<file path="config.mk">
export PLATFORM = sky130hd
export DESIGN_NAME = genius_vga_render
export DESIGN_NICKNAME = d
export VERILOG_FILES = /design/src/rtl/genius_vga_pkg.sv /design/src/rtl/vga_timing.sv /design/src/rtl/genius_vga_render.sv
export SDC_FILE = /design/constraint.sdc
export NUM_CORES = 1
export LEC_CHECK = 0
export ABC_CLOCK_PERIOD_IN_PS = 2900
export CELL_PAD_IN_SITES_DETAIL_PLACEMENT = 0
export CELL_PAD_IN_SITES_GLOBAL_PLACEMENT = 1
export CORE_MARGIN = 4
export CORE_UTILIZATION = 44
export CTS_CLUSTER_DIAMETER = 50
export DETAILED_ROUTE_END_ITERATION = 8
export HOLD_SLACK_MARGIN = 0.08
export PLACE_DENSITY = 0.85
export SETUP_SLACK_MARGIN = 0.1
export SYNTH_ARGS = -nofsm -noshare
export SYNTH_HDL_FRONTEND = slang
export SYNTH_HIERARCHICAL = 1
export SYNTH_SLANG_ARGS = --single-unit
export TNS_END_PERCENT = 1
</file>
<file path="constraint.sdc">
create_clock -name CLK -period 2.9 [get_ports CLK]
set_input_delay 0.58 -clock CLK [delete_from_list [all_inputs] [get_ports CLK]]
set_output_delay 0.58 -clock CLK [all_outputs]
set_load 0.03 [all_outputs]
</file>
<file path="src/rtl/genius_vga_pkg.sv">
// Shared constants for the Genius VGA renderer: default 640x480@60 timing,
// SPRITES_FLAGS bit positions and the 12-bit {R,G,B} palette.
package genius_vga_pkg;

  localparam int H_ACTIVE_DEF = 640;
  localparam int H_FP_DEF     = 16;
  localparam int H_SYNC_DEF   = 96;
  localparam int H_BP_DEF     = 48;
  localparam int V_ACTIVE_DEF = 480;
  localparam int V_FP_DEF     = 10;
  localparam int V_SYNC_DEF   = 2;
  localparam int V_BP_DEF     = 33;

  localparam int FLAG_BLUE   = 6;
  localparam int FLAG_GREEN  = 5;
  localparam int FLAG_RED    = 4;
  localparam int FLAG_YELLOW = 3;
  localparam int FLAG_LOSE   = 2;
  localparam int FLAG_WIN    = 1;
  localparam int FLAG_PWR    = 0;

  typedef logic [11:0] rgb_t;

  localparam rgb_t BLUE_LIT   = 12'h00F;
  localparam rgb_t BLUE_DIM   = 12'h008;
  localparam rgb_t GREEN_LIT  = 12'h0F0;
  localparam rgb_t GREEN_DIM  = 12'h080;
  localparam rgb_t RED_LIT    = 12'hF00;
  localparam rgb_t RED_DIM    = 12'h800;
  localparam rgb_t YELLOW_LIT = 12'hFF0;
  localparam rgb_t YELLOW_DIM = 12'h880;
  localparam rgb_t WHITE      = 12'hFFF;
  localparam rgb_t BLACK      = 12'h000;

  // Encoded as {bottom, right} so the quadrant index falls straight out of the counters.
  typedef enum logic [1:0] {PAD_TL, PAD_TR, PAD_BL, PAD_BR} pad_e;

  function automatic rgb_t pad_colour(input pad_e pad, input logic [6:0] flags);
    case (pad)
      PAD_TL:  return flags[FLAG_BLUE]   ? BLUE_LIT   : BLUE_DIM;
      PAD_TR:  return flags[FLAG_GREEN]  ? GREEN_LIT  : GREEN_DIM;
      PAD_BL:  return flags[FLAG_RED]    ? RED_LIT    : RED_DIM;
      default: return flags[FLAG_YELLOW] ? YELLOW_LIT : YELLOW_DIM;
    endcase
  endfunction

endpackage

</file>
<file path="src/rtl/vga_timing.sv">
// Free-running VGA raster counters with combinational sync/active decode
// and strobes for the first pixel and the last cycle of a frame.
module vga_timing
  import genius_vga_pkg::*;
#(
  parameter int H_ACTIVE = H_ACTIVE_DEF,
  parameter int H_FP     = H_FP_DEF,
  parameter int H_SYNC   = H_SYNC_DEF,
  parameter int H_BP     = H_BP_DEF,
  parameter int V_ACTIVE = V_ACTIVE_DEF,
  parameter int V_FP     = V_FP_DEF,
  parameter int V_SYNC   = V_SYNC_DEF,
  parameter int V_BP     = V_BP_DEF
) (
  input  logic       clk_i,
  input  logic       rst_n_i,
  output logic [9:0] hcnt_o,
  output logic [9:0] vcnt_o,
  output logic       hs_n_o,
  output logic       vs_n_o,
  output logic       active_o,
  output logic       frame_start_o,
  output logic       frame_end_o
);

  localparam int H_TOTAL = H_ACTIVE + H_FP + H_SYNC + H_BP;
  localparam int V_TOTAL = V_ACTIVE + V_FP + V_SYNC + V_BP;

  logic [9:0] hcnt_q, hcnt_d;
  logic [9:0] vcnt_q, vcnt_d;
  logic       h_last, v_last;

  // NOTE: every variable gets a default at the top of always_comb so no path leaves it unassigned and infers a latch.
  always_comb begin
    h_last = (hcnt_q == 10'(H_TOTAL - 1));
    v_last = (vcnt_q == 10'(V_TOTAL - 1));
    hcnt_d = h_last ? '0 : hcnt_q + 10'd1;
    vcnt_d = vcnt_q;
    if (h_last) vcnt_d = v_last ? '0 : vcnt_q + 10'd1;
  end

  // NOTE: state registers use non-blocking assignments so every flop samples the pre-edge values.
  always_ff @(posedge clk_i or negedge rst_n_i) begin
    if (!rst_n_i) begin
      hcnt_q <= '0;
      vcnt_q <= '0;
    end else begin
      hcnt_q <= hcnt_d;
      vcnt_q <= vcnt_d;
    end
  end

  assign hcnt_o        = hcnt_q;
  assign vcnt_o        = vcnt_q;
  assign hs_n_o        = !((hcnt_q >= 10'(H_ACTIVE + H_FP)) && (hcnt_q < 10'(H_ACTIVE + H_FP + H_SYNC)));
  assign vs_n_o        = !((vcnt_q >= 10'(V_ACTIVE + V_FP)) && (vcnt_q < 10'(V_ACTIVE + V_FP + V_SYNC)));
  assign active_o      = (hcnt_q < 10'(H_ACTIVE)) && (vcnt_q < 10'(V_ACTIVE));
  assign frame_start_o = (hcnt_q == '0) && (vcnt_q == '0);
  assign frame_end_o   = h_last && v_last;

endmodule

</file>
<file path="src/rtl/genius_vga_render.sv">
// Genius game renderer: latches the sprite flags once per frame, runs the WIN
// blink, picks each pixel's colour and registers all VGA outputs together.
module genius_vga_render
  import genius_vga_pkg::*;
#(
  parameter int H_ACTIVE     = H_ACTIVE_DEF,
  parameter int H_FP         = H_FP_DEF,
  parameter int H_SYNC       = H_SYNC_DEF,
  parameter int H_BP         = H_BP_DEF,
  parameter int V_ACTIVE     = V_ACTIVE_DEF,
  parameter int V_FP         = V_FP_DEF,
  parameter int V_SYNC       = V_SYNC_DEF,
  parameter int V_BP         = V_BP_DEF,
  parameter int BORDER       = 8,
  parameter int PWR_SIZE     = 32,
  parameter int BLINK_FRAMES = 30
) (
  input  logic       CLK,
  input  logic       RESET_N,
  input  logic [6:0] SPRITES_FLAGS,
  output logic       VGA_HS,
  output logic       VGA_VS,
  output logic       VGA_BLANK_N,
  output logic [3:0] VGA_R,
  output logic [3:0] VGA_G,
  output logic [3:0] VGA_B,
  output logic       FRAME_START
);

  localparam int HH   = H_ACTIVE / 2;
  localparam int VH   = V_ACTIVE / 2;
  localparam int HALF = PWR_SIZE / 2;
  localparam int BW   = (BLINK_FRAMES > 1) ? $clog2(BLINK_FRAMES) : 1;

  logic [9:0] hcnt, vcnt;
  logic       hs_n, vs_n, active, frame_start, frame_end;

  vga_timing #(
    .H_ACTIVE(H_ACTIVE), .H_FP(H_FP), .H_SYNC(H_SYNC), .H_BP(H_BP),
    .V_ACTIVE(V_ACTIVE), .V_FP(V_FP), .V_SYNC(V_SYNC), .V_BP(V_BP)
  ) u_timing (
    .clk_i        (CLK),
    .rst_n_i      (RESET_N),
    .hcnt_o       (hcnt),
    .vcnt_o       (vcnt),
    .hs_n_o       (hs_n),
    .vs_n_o       (vs_n),
    .active_o     (active),
    .frame_start_o(frame_start),
    .frame_end_o  (frame_end)
  );

  logic [6:0]    flags_q, flags_d;
  logic [BW-1:0] blink_cnt_q, blink_cnt_d;
  logic          blink_q, blink_d;

  always_comb begin
    flags_d     = flags_q;
    blink_cnt_d = blink_cnt_q;
    blink_d     = blink_q;
    if (frame_end) flags_d = SPRITES_FLAGS;
    // The blink phase restarts whenever WIN is not on screen, so every win shows green first.
    if (!flags_q[FLAG_WIN]) begin
      blink_cnt_d = '0;
      blink_d     = 1'b0;
    end else if (frame_end) begin
      if (blink_cnt_q == BW'(BLINK_FRAMES - 1)) begin
        blink_cnt_d = '0;
        blink_d     = !blink_q;
      end else begin
        blink_cnt_d = blink_cnt_q + BW'(1);
      end
    end
  end

  logic left, top, in_pad_x, in_pad_y, in_pwr;
  pad_e pad;
  rgb_t rgb_d;

  always_comb begin
    left     = hcnt < 10'(HH);
    top      = vcnt < 10'(VH);
    pad      = pad_e'({!top, !left});
    in_pad_x = left ? (hcnt >= 10'(BORDER) && hcnt < 10'(HH - BORDER))
                    : (hcnt >= 10'(HH + BORDER) && hcnt < 10'(H_ACTIVE - BORDER));
    in_pad_y = top  ? (vcnt >= 10'(BORDER) && vcnt < 10'(VH - BORDER))
                    : (vcnt >= 10'(VH + BORDER) && vcnt < 10'(V_ACTIVE - BORDER));
    in_pwr   = (hcnt > 10'(HH - HALF)) && (hcnt < 10'(HH + HALF)) &&
               (vcnt > 10'(VH - HALF)) && (vcnt < 10'(VH + HALF));
    rgb_d    = BLACK;
    if (active) begin
      if (flags_q[FLAG_LOSE])         rgb_d = RED_LIT;
      else if (flags_q[FLAG_WIN])     rgb_d = blink_q ? BLACK : GREEN_LIT;
      else if (!flags_q[FLAG_PWR])    rgb_d = BLACK;
      else if (in_pwr)                rgb_d = WHITE;
      else if (in_pad_x && in_pad_y)  rgb_d = pad_colour(pad, flags_q);
    end
  end

  logic hs_q, vs_q, blank_n_q, frame_start_q;
  rgb_t rgb_q;

  always_ff @(posedge CLK or negedge RESET_N) begin
    if (!RESET_N) begin
      flags_q       <= '0;
      blink_cnt_q   <= '0;
      blink_q       <= 1'b0;
      hs_q          <= 1'b1;
      vs_q          <= 1'b1;
      blank_n_q     <= 1'b0;
      rgb_q         <= BLACK;
      frame_start_q <= 1'b0;
    end else begin
      flags_q       <= flags_d;
      blink_cnt_q   <= blink_cnt_d;
      blink_q       <= blink_d;
      hs_q          <= hs_n;
      vs_q          <= vs_n;
      blank_n_q     <= active;
      rgb_q         <= rgb_d;
      frame_start_q <= frame_start;
    end
  end

  assign VGA_HS      = hs_q;
  assign VGA_VS      = vs_q;
  assign VGA_BLANK_N = blank_n_q;
  assign VGA_R       = rgb_q[11:8];
  assign VGA_G       = rgb_q[7:4];
  assign VGA_B       = rgb_q[3:0];
  assign FRAME_START = frame_start_q;

endmodule
</file>
==> metrics <==
outcome completed; Worst R2R Path Depth 7; CTS tree done; CTS Hold Buffers Added 0; Avg Cell Area, Syn 9.959 µm²; worst-skew pair later-pin latency roughly 0.29 ns; depth of the CTS H-tree 2; Synthesis Warnings 6; sequential area share after synthesis 0.4402; hpwl dp 3425 µm; pwr dens 364.6 nW/µm²; share of layout cells above drive strength 1 0.1086; slew margin rel. 0.3702; crit path time final 2.314 ns; Post-Syn Area 2450 µm²; Post-CTS Setup Inserts 0; Setup crit start kind flip-flop; most common cell after layout, fill and taps aside dfrtp_1; largest net degree at the start of global routing 44; post-synth top area cell dfrtp_1; first-pass GRT wire length 8411 µm; grt ovf 0; reg2reg start u_timing/hcnt_o[7]; Num CTS Buffers 5; worst reg2reg endpoint rgb_q[10]; post-synth top area share 0.4188; die area 6825 µm²; Total Routed Length about 4900 µm; worst slew pin tran between 0.9 and 1 ns; Static Leakage 1.210 nW; num ports 25; Clock Pin Slew Worst Setup and Hold Paths around 0.080 ns; # rows 26; RSZ-0062 raised after global routing false; core box area 5238 µm²; Layout area overhead 13.33%; HP Class primary input to async pin; Via density 5.555; clk buf depth 2; initial core utilization 0.4677; Final Cycle Share 0.7979; wire length per cell 14.67 µm; Syn Inst Count 246; Die Width about 83 µm; fin nets 282; number of synthesized flops with an enable pin 0; GP Congestion approximately 0.86; Placed Area between 2000 and 3000 µm²; GRT Total Usage 0.1596; # resized after CTS 0; most frequent cells in the layout 41 x dfrtp_1, 23 x clkdlybuf4s50_1, 18 x nand3_1; flop-to-flop setup slack 0.59 ns; crit-path max FO 11; fmax 432.2 MHz; number of global-route vias before repair approximately 1700; final instance area ~2800 µm²; detailed-route via count 1872; CP arrival roughly 2.5 ns; CP Data Required Time roughly 3.1 ns; ys async rst share 1.000; post-route ant nets 0; setup violators final 0; Port Buf Inserts 24; CTS Sinks 43; max-capacitance violation count 0; chip height about 83 µm; setup TNS 0 ns; Detailed Routing Iterations Pass 1 4; Final Core Density 0.5301; Most used DFF post-synth dfrtp_1; Root Driver clkbuf_8; VDD IR max 0.0001935 V; Yosys reg bits 43; DRT iter0 DRCs 119; Critical Path End Type flip-flop; top cells by area, synth dfrtp_1 42%, nand3_1 3.7%, ha_1 3.6%; initial antenna violation count 0; Syn Nets 262; critical setup path kind flip-flop to flip-flop; Clock Skew 0.008800 ns; DRC Markers 0; fin. max-slew vios 0; Netlist cell types 56; Fin. Hold Viols 0; post-layout power 0.001012 W; diodes inserted 0; worst hold slack around 0.43 ns
==> final cells by class <==
cell class                 instances  area (µm²)
fill                             487        2461
timing repair buffer              26       250.2
clock buffer                       7       86.33
multi-input combinational        176        1216
tap                               70       87.58
clock inverter                     1       5.005
sequential                        43        1079
inverter                          14       52.55
==> routing by layer <==
layer	routed length, µm	up-vias	GRT usage
li1	-	936	-
met1	2463	901	0.2318
met2	2260	30	0.2388
met3	158	5	0.03254
met4	63	0	0.04902
met5	0	-	0
==> state kept, by name, indices dropped and copies added (netlist names) <==
signal and count:
blink_q 1, VGA_VS 1, u_timing/hcnt_o 10, FRAME_START 1
rgb_q 6, flags_q 7, VGA_BLANK_N 1, u_timing/vcnt_o 10
blink_cnt_q 5, VGA_HS 1
==> worst max-delay path by stage <==
stage | start | cells after the start | slack, ns | end
after floorplan | u_timing/hcnt_o[6] | 7 | 0.67 | flags_q[0]
after global routing | u_timing/hcnt_o[7] | 7 | 0.32 | rgb_q[10]
final | u_timing/hcnt_o[7] | 7 | 0.59 | rgb_q[10]
after global placement | u_timing/hcnt_o[7] | 7 | 0.66 | rgb_q[10]
after CTS | u_timing/hcnt_o[7] | 7 | 0.58 | rgb_q[10]
after detailed placement | u_timing/hcnt_o[7] | 7 | 0.60 | rgb_q[10]
==> cell usage after synthesis, drive strengths merged (2+ instances only) <==
cell      n
and4      3
buf      11
nor2b     4
nor3      7
and3b     2
o21ai    12
or4       2
inv      14
mux2i     3
o211a     2
o211ai    2
nand4     8
and3      7
nor3b     2
dfstp     2
o2111ai   3
nor4b     2
nand3    18
mux2      6
or3       2
a31oi     4
nand2    15
xnor2     6
a21o      2
a21oi     9
ha        7
or2       2
nor2     16
xor2      7
nor4      7
a41o      2
o22ai     2
clkbuf    2
dfrtp    41
==> critical path, stage by stage, from the launching register on <==
cell and delay [ns]:
dfrtp_1 0.52, or2_2 0.36, a221oi_1 0.50, nand2_1 0.10
nor2_1 0.20, nand4_1 0.11, a211o_1 0.31, o21ai_0 0.15
==> kinds of logic (layout without fill, tap and decap cells) <==
group,count (synthesis),count (layout),synth area share
and+or+nand+nor,102,102,0.2528
xor gates and xnor gates,13,13,0.04648
AOI/OAI and AO/OA,45,45,0.1216
DFF,43,43,0.4402
buffers and inverters,27,48,0.06333
adders and majority gates,7,7,0.03575
muxes,9,9,0.03984
==> per-stage QoR <==
step / instances / worst slack, ns
final: 337 / 0.5861
after global routing: 337 / 0.3218
after CTS: 337 / 0.5817
after detailed placement: 329 / 0.5986
after global placement: 329 / 0.6616
after floorplan: 246 / 0.6689
==> power by group <==
group / internal, W / total [W] / switching, W
sequential: 0.000599 / 0.000599 / 0
combinational: 0.00000864 / 0.0000209 / 0.0000122
clock: 0.000192 / 0.000392 / 0.000200
(Power assumes the default switching activity.)
